<file path="src/rtl/id_ex_issue_fifo_pkg.sv">
// -----------------------------------------------------------------------------
// id_ex_issue_fifo_pkg
// Shared pipeline definitions used by the ID/EX issue FIFO: the decoded
// ID->EX pack, its control sub-fields, and the default buffer depth.
// No ports (package).
// -----------------------------------------------------------------------------
package id_ex_issue_fifo_pkg;

    localparam int ID_EX_FIFO_DEPTH = 4;

    typedef enum logic [3:0] {
        ALU_ADD  = 4'd0,
        ALU_SUB  = 4'd1,
        ALU_AND  = 4'd2,
        ALU_OR   = 4'd3,
        ALU_XOR  = 4'd4,
        ALU_SLL  = 4'd5,
        ALU_SRL  = 4'd6,
        ALU_SRA  = 4'd7,
        ALU_SLT  = 4'd8,
        ALU_SLTU = 4'd9
    } alu_op_e;

    // All-zero control fields describe a bubble (no side effects in EX).
    typedef struct packed {
        alu_op_e alu_op;
        logic    reg_write;
        logic    mem_read;
        logic    mem_write;
        logic    branch;
    } type_ID_EX_Ctrl;

    typedef struct packed {
        type_ID_EX_Ctrl ctrl;
        logic [4:0]     rd;
        logic [31:0]    op_a;
        logic [31:0]    op_b;
    } type_ID_EX_Pack;

endpackage

</file>
<file path="src/rtl/id_ex_issue_fifo_if.sv">
// -----------------------------------------------------------------------------
// id_ex_issue_fifo_if
// Handshake bundle between ID (producer), EX (consumer) and the issue FIFO.
//   push/wData/full : ID write side
//   pop/rData/empty : EX read side (rData is the head, valid while !empty)
//   count           : stored entries, 0..DEPTH
// Modports: master = pipeline stages driving push/pop, slave = the FIFO.
// -----------------------------------------------------------------------------
interface id_ex_issue_fifo_if
    import id_ex_issue_fifo_pkg::*;
#(
    parameter int DEPTH  = ID_EX_FIFO_DEPTH,
    parameter int PACK_W = $bits(type_ID_EX_Pack)
);
    logic                     push;
    logic [PACK_W-1:0]        wData;
    logic                     full;
    logic                     pop;
    logic [PACK_W-1:0]        rData;
    logic                     empty;
    logic [$clog2(DEPTH):0]   count;

    modport master (
        output push, wData, pop,
        input  full, rData, empty, count
    );

    modport slave (
        input  push, wData, pop,
        output full, rData, empty, count
    );
endinterface

</file>
<file path="src/rtl/id_ex_issue_fifo_mem.sv">
// -----------------------------------------------------------------------------
// id_ex_issue_fifo_mem  (fifo_mem)
// DEPTH x WIDTH register array: one synchronous write port, one asynchronous
// read port, no reset.
//   clk        : write clock
//   i_wr_en    : write enable
//   i_wr_addr  : write address
//   i_wr_data  : write data
//   i_rd_addr  : read address
//   o_rd_data  : read data (combinational from the array)
// -----------------------------------------------------------------------------
module id_ex_issue_fifo_mem #(
    parameter int DEPTH = 4,
    parameter int WIDTH = 8
) (
    input  logic                     clk,
    input  logic                     i_wr_en,
    input  logic [$clog2(DEPTH)-1:0] i_wr_addr,
    input  logic [WIDTH-1:0]         i_wr_data,
    input  logic [$clog2(DEPTH)-1:0] i_rd_addr,
    output logic [WIDTH-1:0]         o_rd_data
);
    // NOTE: storage is deliberately not reset; stale contents are never
    // observable because the reader gates the output with its empty flag.
    logic [WIDTH-1:0] r_mem [DEPTH];

    // NOTE: sequential state uses non-blocking assignments so every register
    // samples pre-edge values regardless of statement order.
    always_ff @(posedge clk) begin
        if (i_wr_en) begin
            r_mem[i_wr_addr] <= i_wr_data;
        end
    end

    assign o_rd_data = r_mem[i_rd_addr];
endmodule

</file>
<file path="src/rtl/id_ex_issue_fifo.sv">
// -----------------------------------------------------------------------------
// id_ex_issue_fifo
// Decoupling buffer between ID and EX. ID pushes decoded packs, EX reads the
// head combinationally and pops it in the same cycle.
//   clk   : clock, all state changes on the rising edge
//   rst   : synchronous active-low reset (same effect as flush, overrides all)
//   flush : discard every entry at the next edge
//   bus   : slave side of id_ex_issue_fifo_if (push/wData/full,
//           pop/rData/empty, count)
// Optional feature macro: ID_EX_FIFO_BYPASS_EN -- when the buffer is empty and
// push and pop arrive together (no flush), wData is forwarded to rData in the
// same cycle and is not stored.
// -----------------------------------------------------------------------------
module id_ex_issue_fifo
    import id_ex_issue_fifo_pkg::*;
#(
    parameter int DEPTH  = ID_EX_FIFO_DEPTH,
    parameter int PACK_W = $bits(type_ID_EX_Pack)
) (
    input  logic                clk,
    input  logic                rst,
    input  logic                flush,
    id_ex_issue_fifo_if.slave   bus
);
    localparam int            AW      = $clog2(DEPTH);
    localparam logic [AW:0]   PTR_ONE = 1;

    // Pointers carry one extra MSB (wrap bit) to tell full from empty.
    logic [AW:0]       r_rptr;
    logic [AW:0]       r_wptr;

    logic              w_empty;
    logic              w_full;
    logic              w_bypass;
    logic              w_push_acc;
    logic              w_pop_acc;
    logic              w_wr_en;
    logic [PACK_W-1:0] w_mem_rdata;
    logic [PACK_W-1:0] w_rdata;

    assign w_empty = (r_rptr == r_wptr);
    assign w_full  = (r_rptr[AW-1:0] == r_wptr[AW-1:0]) && (r_rptr[AW] != r_wptr[AW]);

`ifdef ID_EX_FIFO_BYPASS_EN
    assign w_bypass = w_empty && bus.push && bus.pop && !flush;
`else
    assign w_bypass = 1'b0;
`endif

    // A pop in the same cycle frees the head slot, so a full buffer still
    // takes the push. A bypassed entry is consumed directly and never stored.
    assign w_push_acc = bus.push && (!w_full || bus.pop) && !w_bypass && !flush;
    assign w_pop_acc  = bus.pop && !w_empty;
    assign w_wr_en    = w_push_acc && rst;

    id_ex_issue_fifo_mem #(
        .DEPTH (DEPTH),
        .WIDTH (PACK_W)
    ) u_fifo_mem (
        .clk       (clk),
        .i_wr_en   (w_wr_en),
        .i_wr_addr (r_wptr[AW-1:0]),
        .i_wr_data (bus.wData),
        .i_rd_addr (r_rptr[AW-1:0]),
        .o_rd_data (w_mem_rdata)
    );

    // Reset and flush share one clearing path; reset is sampled at the edge.
    always_ff @(posedge clk) begin
        if (!rst || flush) begin
            r_rptr <= '0;
            r_wptr <= '0;
        end else begin
            if (w_push_acc) begin
                r_wptr <= r_wptr + PTR_ONE;
            end
            if (w_pop_acc) begin
                r_rptr <= r_rptr + PTR_ONE;
            end
        end
    end

    // Head is gated to all-zero when nothing is valid so EX sees a bubble.
    always_comb begin
        // NOTE: default first so every path assigns w_rdata and no latch forms.
        w_rdata = '0;
        if (w_bypass) begin
            w_rdata = bus.wData;
        end else if (!w_empty) begin
            w_rdata = w_mem_rdata;
        end
    end

    assign bus.rData = w_rdata;
    assign bus.empty = w_empty;
    assign bus.full  = w_full;
    assign bus.count = r_wptr - r_rptr;
endmodule

</file>
<file path="src/flat_wrapper.sv">
// flat-port wrapper written by rule: the top's interface ports become plain ports
module id_ex_issue_fifo_flat import id_ex_issue_fifo_pkg::*;
#(
    parameter int DEPTH  = ID_EX_FIFO_DEPTH,
    parameter int PACK_W = $bits(type_ID_EX_Pack)
)
  (clk, rst, flush, bus_push, bus_wData, bus_pop, bus_full, bus_rData, bus_empty, bus_count);
  id_ex_issue_fifo_if #(.DEPTH(DEPTH), .PACK_W(PACK_W)) bus_i ();
  input  logic clk;
  input  logic rst;
  input  logic flush;
  input wire logic [$bits(bus_i.push)-1:0] bus_push;
  input wire logic [$bits(bus_i.wData)-1:0] bus_wData;
  input wire logic [$bits(bus_i.pop)-1:0] bus_pop;
  output wire logic [$bits(bus_i.full)-1:0] bus_full;
  output wire logic [$bits(bus_i.rData)-1:0] bus_rData;
  output wire logic [$bits(bus_i.empty)-1:0] bus_empty;
  output wire logic [$bits(bus_i.count)-1:0] bus_count;
  assign bus_i.push = bus_push;
  assign bus_i.wData = bus_wData;
  assign bus_i.pop = bus_pop;
  assign bus_full = bus_i.full;
  assign bus_rData = bus_i.rData;
  assign bus_empty = bus_i.empty;
  assign bus_count = bus_i.count;
  id_ex_issue_fifo #(.DEPTH(DEPTH), .PACK_W(PACK_W)) u_core (.clk(clk), .rst(rst), .flush(flush), .bus(bus_i));
endmodule
</file>
<file path="config.mk">
export PLATFORM = sky130hd
export DESIGN_NAME = id_ex_issue_fifo_flat
export DESIGN_NICKNAME = d
export VERILOG_FILES = /design/src/rtl/id_ex_issue_fifo_pkg.sv /design/src/rtl/id_ex_issue_fifo_if.sv /design/src/rtl/id_ex_issue_fifo_mem.sv /design/src/rtl/id_ex_issue_fifo.sv /design/src/flat_wrapper.sv
export SDC_FILE = /design/constraint.sdc
export NUM_CORES = 1
export LEC_CHECK = 0
export ABC_AREA = 1
export CAP_MARGIN = 40
export CORE_ASPECT_RATIO = 0.5
export CORE_MARGIN = 2
export CORE_UTILIZATION = 50
export CTS_BUF_LIST = sky130_fd_sc_hd__clkbuf_16
export CTS_CLUSTER_SIZE = 40
export DETAILED_ROUTE_END_ITERATION = 7
export PLACE_DENSITY = 0.82
export SLEW_MARGIN = 20
export SYNTH_ARGS = -nofsm -noshare
export SYNTH_HDL_FRONTEND = slang
export SYNTH_SLANG_ARGS = --single-unit
</file>
<file path="constraint.sdc">
create_clock -name clk -period 12 [get_ports clk]
set_input_delay 3.6 -clock clk [delete_from_list [all_inputs] [get_ports clk]]
set_output_delay 3.6 -clock clk [all_outputs]
set_load 0.005 [all_outputs]
</file>
======== Yosys cells after proc, flatten, opt, wreduce, memory -nomap -nowiden ========
Memories as Yosys holds them, arrays and structs flattened. A register that Yosys moved wholly into a read port is not among the register bits.
Index checks and enable logic that the tools add are counted.
word-level totals
  flip-flop bits (word level) ............. 6
  RAM bits ................................ 308
  input port bits ......................... 82
  output and inout bits ................... 82
  word-level logic and storage cells ...... 25
  memories kept ........................... 1
operators by class
  add/sub/neg operators ................... 3
  equality and inequality tests ........... 3
  muxes and demuxes ....................... 5
  reduce and logical (&&, ||, !) cells .... 11
memories
  name                     words  width  rd ports  clocked after Yosys merged registers in  write ports  line                        source
  u_core.u_fifo_mem.r_mem  4      77     1         1                                        1            id_ex_issue_fifo_mem.sv:25  logic [WIDTH-1:0] r_mem [DEPTH];
operators by type and width
  cell                 number
  $mux 77              1
  $add 3x1->3 const B  2
  $logic_and 1x1->1    5
  $logic_not 1->1      4
  $mux 2               2
  $eq 3x3->1           1
  $sub 3x3->3          1
  $eq 2x2->1           1
  $logic_or 1x1->1     2
  $mux 1               2
  $ne 1x1->1           1

======== Depth between registers and ports, before layout ========
Gate-level depths: netlist of run 1.
  word-level depth ........................ 9
  depth in mapped cells ................... 9
  depth with buffers taken out ............ 9

======== Hierarchy ========
From an unflattened synthesis of run 1, not the netlist that was laid out.
second synthesis, totals
  cell total of the unflattened synthesis .. 1438
  area total of the unflattened synthesis .. 13970.9 um^2
by module, submodules not included
  module                instances  cells each  area an instance (um^2)  sequential area each (um^2)
  id_ex_issue_fifo_mem  1          1214        12913.6                  9248.9
  id_ex_issue_fifo      1          224         1057.3                   120.1

======== Least setup slack after synthesis of run 1 ========
OpenSTA, ideal clock, no wires.
  kind .................................... in2reg
  start ................................... in bus_push
  end ..................................... mem u_core.u_fifo_mem.r_mem[0][0] (netlist bit) (enable)
  setup time .............................. 0.513 ns
  arrival ................................. 7.231 ns
  required time ........................... 11.487 ns
  setup slack ............................. 4.256 ns
  cell stages on the path ................. 4
  buffers on the path ..................... 0
  cells stage by stage .................... inv_1 -> nor2_1 -> nand3_1 -> nor2_1
on the way
  word-level cells in the longest chain between the ends .. 5
RTL lines
  what                            line                        source
  start, declared                 flat_wrapper.sv:12          input wire logic [$bits(bus_i.push)-1:0] bus_push;
  $logic_and 1x1->1 (2 in a row)  id_ex_issue_fifo.sv:52      assign w_push_acc = bus.push && (!w_full || bus.pop) && !w_bypass && !flush;
  $logic_and 1x1->1               id_ex_issue_fifo.sv:54      assign w_wr_en = w_push_acc && rst;
  $mux 1                          id_ex_issue_fifo_mem.sv:30  if (i_wr_en) begin
  $mux 1 (not written as such)    id_ex_issue_fifo_mem.sv:31  r_mem[i_wr_addr] <= i_wr_data;
  end, declared                   id_ex_issue_fifo_mem.sv:25
Every way passes these cells.

==> impl_metrics.py, run 1 <==
metrics = {
    "clock_network": {
        "cts_resized": 0,
        "cts_max_path_buffers": 3,
        "cts_tree": "done",
        "ctsHoldBuffers": 0,
        "clk_pin_slew_ns": 0.06,
        "cts_num_sinks": 316,
        "cts_setup_buffers": 0,
        "clockRootBuffer": "clkbuf_16",
        "cts_made_buffers": 27,
        "htreeDepth": 1,
        "insertion_delay_ns": 0.52,
    },
    "grt": {
        "antenna_found_initial": 1,
        "globalRouteTotalUtil_pct": 20.69,
        "grt_pass1_vias": 8084,
        "grt_max_degree": 87,
        "grt_overflow_total": 0,
        "grt_pass1_wl_um": 42080,
    },
    "logic_synthesis": {
        "syn-instance-count": 982,
        "synthMuxAreaShare_pct": 0,
        "synth.area.top_cells": "edfxtp_1 (74%), nor2_1 (9.7%), o21ai_0 (3.8%)",
        "synth_compound_area_share_pct": 9.542,
        "yosys.area_share.simple_pct": 10.48,
        "synth_top_family_by_area": "simple AND/OR/NAND/NOR gates",
        "synth_adder_area_share_pct": 0.8656,
        "synth_fp_nets": 1072,
        "synth_area_per_cell_um2": 12.66,
        "synth.cell_area_um2": 12430,
        "synthXorXnorAreaFrac_pct": 0.1409,
        "yosysTopAreaCell": "edfxtp_1",
        "ys_seq_elements": 316,
        "yosys_warnings": 0,
        "synth_top_area_share_pct": 74.40,
        "ys_seq_area_share_pct": 75.69,
        "synth_cell_types": 22,
    },
    "setup_path": {
        "start_kind": "flop",
        "crit_chain": "buf_12, inv_4, buf_4, o21ai_0, a21oi_1, clkdlybuf4s50_1",
        "r2r_slack_ns": 8.51,
        "cp.buffers_inverters": 4,
        "critPathCaptureType": "output pin",
        "cp_slowest_cell": "buf_4",
        "critical_path.max_fanout": 80,
        "criticalPathCategory": "reg -> out",
        "cp.arrival_ns": 3.62,
        "critPathRequiredTime_ns": 8.40,
        "crit_family": "buffers and inverters",
        "cp_slowest_stage_delay_ns": 0.71,
    },
    "placement": {
        "io_buffer_count": 163,
        "placed_cells_incl_taps": 1434,
        "hpwlAfterDp_um": 16040,
        "gp_congestion": 0.7906,
    },
    "power_and_ir_drop": {
        "p_sw_share_pct": 19.75,
        "peakVddDrop_v": 0.00009110,
        "p_leak_nw": 5.119,
        "powerDensity_nw_per_um2": 143.3,
        "power_frac_clock_pct": 38.4,
        "power.net_switching_mw": 0.4317,
        "pwr-share-seq_pct": 56.1,
        "p_int_mw": 1.754,
        "power_mw": 2.186,
        "power_frac_comb_pct": 5.6,
    },
    "routing": {
        "drc_errors": 0,
        "wl_per_cell_um": 18.46,
        "wl_met3_um": 1409,
        "highest_layer": "met4",
        "route.met2.wl_um": 14410,
        "wl_met1_um": 11020,
        "vias": 8052,
        "drt_pass1_iterations": 7,
        "vias_per_cell": 5.415,
        "detail-route-antenna-nets": 0,
        "drt_wl_total_um": 27450,
        "drtIter0Drc": 865,
    },
    "die": {
        "ioPinCount": 164,
        "rows": 40,
        "start_util_pct": 51.32,
        "die_w_um": 227.0,
        "coreArea_um2": 24220,
        "die-area_um2": 26220,
        "fp.dieH_um": 115.5,
    },
    "sta": {
        "drv_slew": 0,
        "setup_tns_ns": 0,
        "clock_skew_ns": 0.006228,
        "slew_headroom_pct": 41.82,
        "hold_viol_final": 0,
        "worst_pin_slew_ns": 0.8727,
        "rsz0062_at_grt": "false",
        "fmax_ghz": 0.1385,
        "final.period_utilization_pct": 60.18,
        "setup_viol": 0,
        "fin_crit_ns": 7.222,
    },
    "run_status": {
        "outcome": "completed",
    },
    "min_path": {
        "worstHoldPathType": "reg -> reg",
    },
    "run": {
        "max-cap-violations": 0,
    },
    "final_layout": {
        "register_area_um2": 9414,
        "final_net_count": 1221,
        "fin_util_pct": 62.98,
        "area_growth_pct": 22.72,
        "fillers": 1705,
        "multi_input_area_um2": 2644,
        "drive_gt1_share_pct": 5.396,
        "final_cells": 1487,
    },
}
## power by group through the flow
stage	sequential (mW)	clock [mW]	combinational, mW
2_1_floorplan	1.25	0	0.0430
3_3_place_gp	1.25	0	0.113
3_5_place_dp	1.25	0	0.119
4_1_cts	1.23	0.848	0.120
5_1_grt	1.23	0.895	0.131
6_report	1.23	0.838	0.121
## Yosys cell counts (all sizes together)
| library cell | count |
|---|---|
| ha | 7 |
| xor2 | 2 |
| dfxtp | 8 |
| inv | 19 |
| nor2 | 320 |
| o21ai | 154 |
| nand2 | 13 |
| nand3 | 7 |
| edfxtp | 308 |
| clkbuf | 22 |
| buf | 36 |
| nor3 | 1 |
| a21oi | 83 |
| nand3b | 1 |
| fa | 1 |
## final timing paths
kind | startpoint | endpoint | cells past startpoint
setup / recovery | flop | bus_rData[0] | 6
hold / removal | u_core.r_rptr[2] | u_core.r_rptr[2] | 2
setup reg to reg | u_core.r_wptr[0] | u_core.u_fifo_mem.r_mem[0][63] | 8
hold reg to reg | u_core.r_rptr[2] | u_core.r_rptr[2] | 2
## cells in the final DEF (no fill, tap or decap), drive strengths merged
cell type,synthesis,final
a21oi,83,83
buf,36,15
bufinv,0,3
clkbuf,22,27
clkdlybuf4s50,0,163
clkinv,0,11
clkinvlp,0,1
dfxtp,8,8
diode,0,2
edfxtp,308,308
fa,1,1
ha,7,7
inv,19,24
nand2,13,13
nand3,7,7
nand3b,1,1
nor2,320,320
nor3,1,1
o21ai,154,154
xor2,2,2
## logic make-up (layout without fill, tap and decap cells)
family / count (synthesis) / count (layout)
buffers and inverters: 77 / 244
AO/OA/AOI/OAI: 237 / 237
other: 0 / 2
adder cells (fa/ha/maj): 8 / 8
AND/OR/NAND/NOR: 342 / 342
XOR/XNOR: 2 / 2
flip-flops: 316 / 316
## registers in the layout, summed over array words and instances (netlist names), named ones only
| name | flops |
|---|---|
| u_core.u_fifo_mem.r_mem | 308 |
| u_core.r_rptr | 3 |
| u_core.r_wptr | 3 |
## layout make-up
type | count | share of cell area (%)
Clock buffer | 27 | 4.429
Tap cell | 336 | 2.756
Clock inverter | 20 | 1.132
Timing Repair Buffer | 178 | 12.12
Sequential cell | 316 | 61.71
Antenna cell | 2 | 0.03281
Inverter | 19 | 0.4839
Multi-Input combinational cell | 589 | 17.33
## stage by stage
| stage | cell area [um^2] | worst slack [ns] | hold slack [ns] |
|---|---|---|---|
| 2_1_floorplan | 12430 | 4.256 | 0.4721 |
| 3_3_place_gp | 14250 | 5.289 | 0.4943 |
| 3_5_place_dp | 14300 | 5.203 | 0.5372 |
| 4_1_cts | 15150 | 4.749 | 0.5471 |
| 5_1_grt | 15250 | 4.580 | 0.5536 |
| 6_report | 15250 | 4.778 | 0.5562 |
## tightest hold or removal path: stages, from the launching register on
cell and delay (ns):
dfxtp_1 0.35, nand2_1 0.10, a21oi_1 0.06
## per-layer routing
metal	vias up	global-route usage, %
met5	-	0
met1	3981	26.43
met4	0	6.318
met2	258	37.29
met3	42	2.967
li1	3771	-
Note: power is estimated with default switching activity, not from simulation.
==> run 2: changes to the inputs <==
==> constraint.sdc (replaced) <==
create_clock -name clk -period 7.55 [get_ports clk]
set_input_delay 2.265 -clock clk [delete_from_list [all_inputs] [get_ports clk]]
set_output_delay 2.265 -clock clk [all_outputs]
set_load 0.005 [all_outputs]
==> run 2 against run 1 <==
  * Largest cell class unchanged
  * Largest power group unchanged
  * Worst hold slack got worse by 0.047 ns
  * Non-clock buffer count rose by 1
  * Critical endpoint is now bus_rData[43]
  * Critical path depth rose by 3
  * Clock power rose by 78%
  * Combinational power rose by 56%
==> impl_metrics.py, run 2 (same netlist as run 1, synthesis figures left out) <==
metrics = {
    "setup_path": {
        "r2r-start": "u_core.r_wptr[0]",
        "start_kind": "flop",
        "cp.arrival_ns": 3.54,
        "r2r_slack_ns": 4.43,
        "cp-startpoint": "u_core.r_wptr[0]",
        "critPathRequiredTime_ns": 5.29,
        "cp_slowest_stage_delay_ns": 0.64,
        "critPathCaptureType": "output pin",
        "critical_path.max_fanout": 40,
        "crit_chain": "inv_1, ha_1, nand2_1, inv_1, nand3_2, inv_2, buf_4, a21oi_1, clkdlybuf4s50_1",
        "criticalPathCategory": "reg -> out",
        "crit_top_cell": "inv_1",
        "cp_slowest_cell": "inv_2",
    },
    "sta": {
        "clock_skew_ns": 0.009036,
        "drv_slew": 0,
        "fin_crit_ns": 5.801,
        "worst_pin_slew_ns": 0.8258,
        "slew_headroom_pct": 44.87,
        "hold_viol_final": 0,
        "setup_tns_ns": 0,
        "fmax_ghz": 0.1724,
        "final.period_utilization_pct": 76.83,
        "setup_viol": 0,
        "rsz0062_at_grt": "false",
        "holdWs_ns": 0.5092,
    },
    "clock_network": {
        "cts_resized": 0,
        "cts_setup_buffers": 0,
        "ctsHoldBuffers": 0,
        "clk_pin_slew_ns": 0.06,
        "insertion_delay_ns": 0.54,
        "htreeDepth": 1,
        "cts_num_sinks": 316,
        "clockRootBuffer": "clkbuf_16",
        "cts_max_path_buffers": 3,
        "cts_made_buffers": 28,
        "cts_tree": "done",
    },
    "routing": {
        "drt_wl_total_um": 27650,
        "vias": 8023,
        "wl_per_cell_um": 18.54,
        "vias_per_cell": 5.381,
        "detail-route-antenna-nets": 0,
        "drc_errors": 0,
        "drt_pass1_iterations": 5,
        "drtIter0Drc": 885,
    },
    "die": {
        "fp.dieH_um": 115.5,
        "ioPinCount": 164,
        "die_w_um": 227.0,
        "die-area_um2": 26220,
        "start_util_pct": 51.32,
        "coreArea_um2": 24220,
        "rows": 40,
    },
    "min_path": {
        "worstHoldPathType": "reg -> reg",
        "hp-start": "u_core.r_rptr[2]",
    },
    "final_layout": {
        "fillers": 1743,
        "antenna_cells": 0,
        "final_net_count": 1223,
        "final_cell_mix": "nor2_1 (316), edfxtp_1 (308), clkdlybuf4s50_1 (163)",
        "drive_gt1_share_pct": 5.887,
        "largest_reg_flops": 308,
        "top_regs": "u_core.u_fifo_mem.r_mem: 308 flops, u_core.r_rptr: 3 flops, u_core.r_wptr: 3 flops",
        "area_growth_pct": 23.27,
        "layout_commonest_cell": "nor2_1",
        "top_register": "u_core.u_fifo_mem.r_mem",
    },
    "power_and_ir_drop": {
        "peakVddDrop_v": 0.0001429,
        "power_frac_comb_pct": 5.2,
        "power_mw": 3.624,
        "power_frac_clock_pct": 41.0,
        "power.net_switching_mw": 0.7217,
        "pwr-share-seq_pct": 53.8,
        "p_leak_nw": 5.163,
        "powerDensity_nw_per_um2": 236.5,
        "p_sw_share_pct": 19.91,
        "p_int_mw": 2.903,
    },
    "grt": {
        "grt_pass1_vias": 7956,
        "globalRouteTotalUtil_pct": 20.91,
        "antenna_found_initial": 0,
        "use_met2_pct": 37.41,
        "met3_usage_pct": 3.068,
        "grt_max_degree": 67,
        "grt_overflow_total": 0,
        "grt_pass1_wl_um": 42130,
        "use_met1_pct": 26.69,
        "grt-busiest-layer": "met2",
    },
    "placement": {
        "gp_congestion": 0.7867,
        "io_buffer_count": 163,
        "hpwlAfterDp_um": 16000,
    },
    "run_status": {
        "outcome": "completed",
    },
    "run": {
        "max-cap-violations": 0,
    },
}
-- run 2: worst paths after layout --
kind	to	depth (start not counted)
max	bus_rData[43]	9
min	u_core.r_rptr[2]	2
max reg2reg	u_core.u_fifo_mem.r_mem[2][18]	9
min reg2reg	u_core.r_rptr[2]	2
-- run 2: worst max-delay path, delay by kind of cell (launching register included) --
kind / cells / cell delay, ns
AOI/OAI and AO/OA: 1 / 0.15
and+or+nand+nor: 2 / 0.20
DFF: 1 / 0.40
adders and majority gates: 1 / 0.30
buffers and inverters: 5 / 1.91
-- run 2: metrics by stage --
step | setup slack, ns | instances | cell area (um^2) | util, %
after floorplan | 1.141 | 982 | 12430 | -
after global placement | 2.351 | 1436 | 14280 | 58.96
after detailed placement | 2.312 | 1439 | 14360 | 59.27
after CTS | 1.738 | 1491 | 15320 | 63.26
after global routing | 1.573 | 1491 | 15320 | 63.26
final | 1.749 | 1491 | 15320 | 63.26
-- run 2: per-layer routing --
layer | wire, um | vias up
met5 | 0 | -
met4 | 696 | 0
met3 | 1592 | 53
met2 | 14250 | 291
met1 | 11110 | 3907
li1 | - | 3772
-- run 2: area by class of cell --
cell class	count	area, um^2	share of cell area (%)
sequential	316	9414	61.44
multi-input combinational	589	2644	17.25
timing repair buffer	179	1804	11.77
clock buffer	29	725.7	4.736
tap	336	420.4	2.744
clock inverter	23	241.5	1.576
inverter	19	73.82	0.4818
-- run 2: power by group through the flow --
stage	Sequential (mW)	Clock, mW	Combinational [mW]
after floorplan	1.99	0	0.0683
after global placement	1.99	0	0.183
after detailed placement	1.99	0	0.188
after CTS	1.95	1.50	0.190
after global routing	1.95	1.57	0.205
final	1.95	1.49	0.189
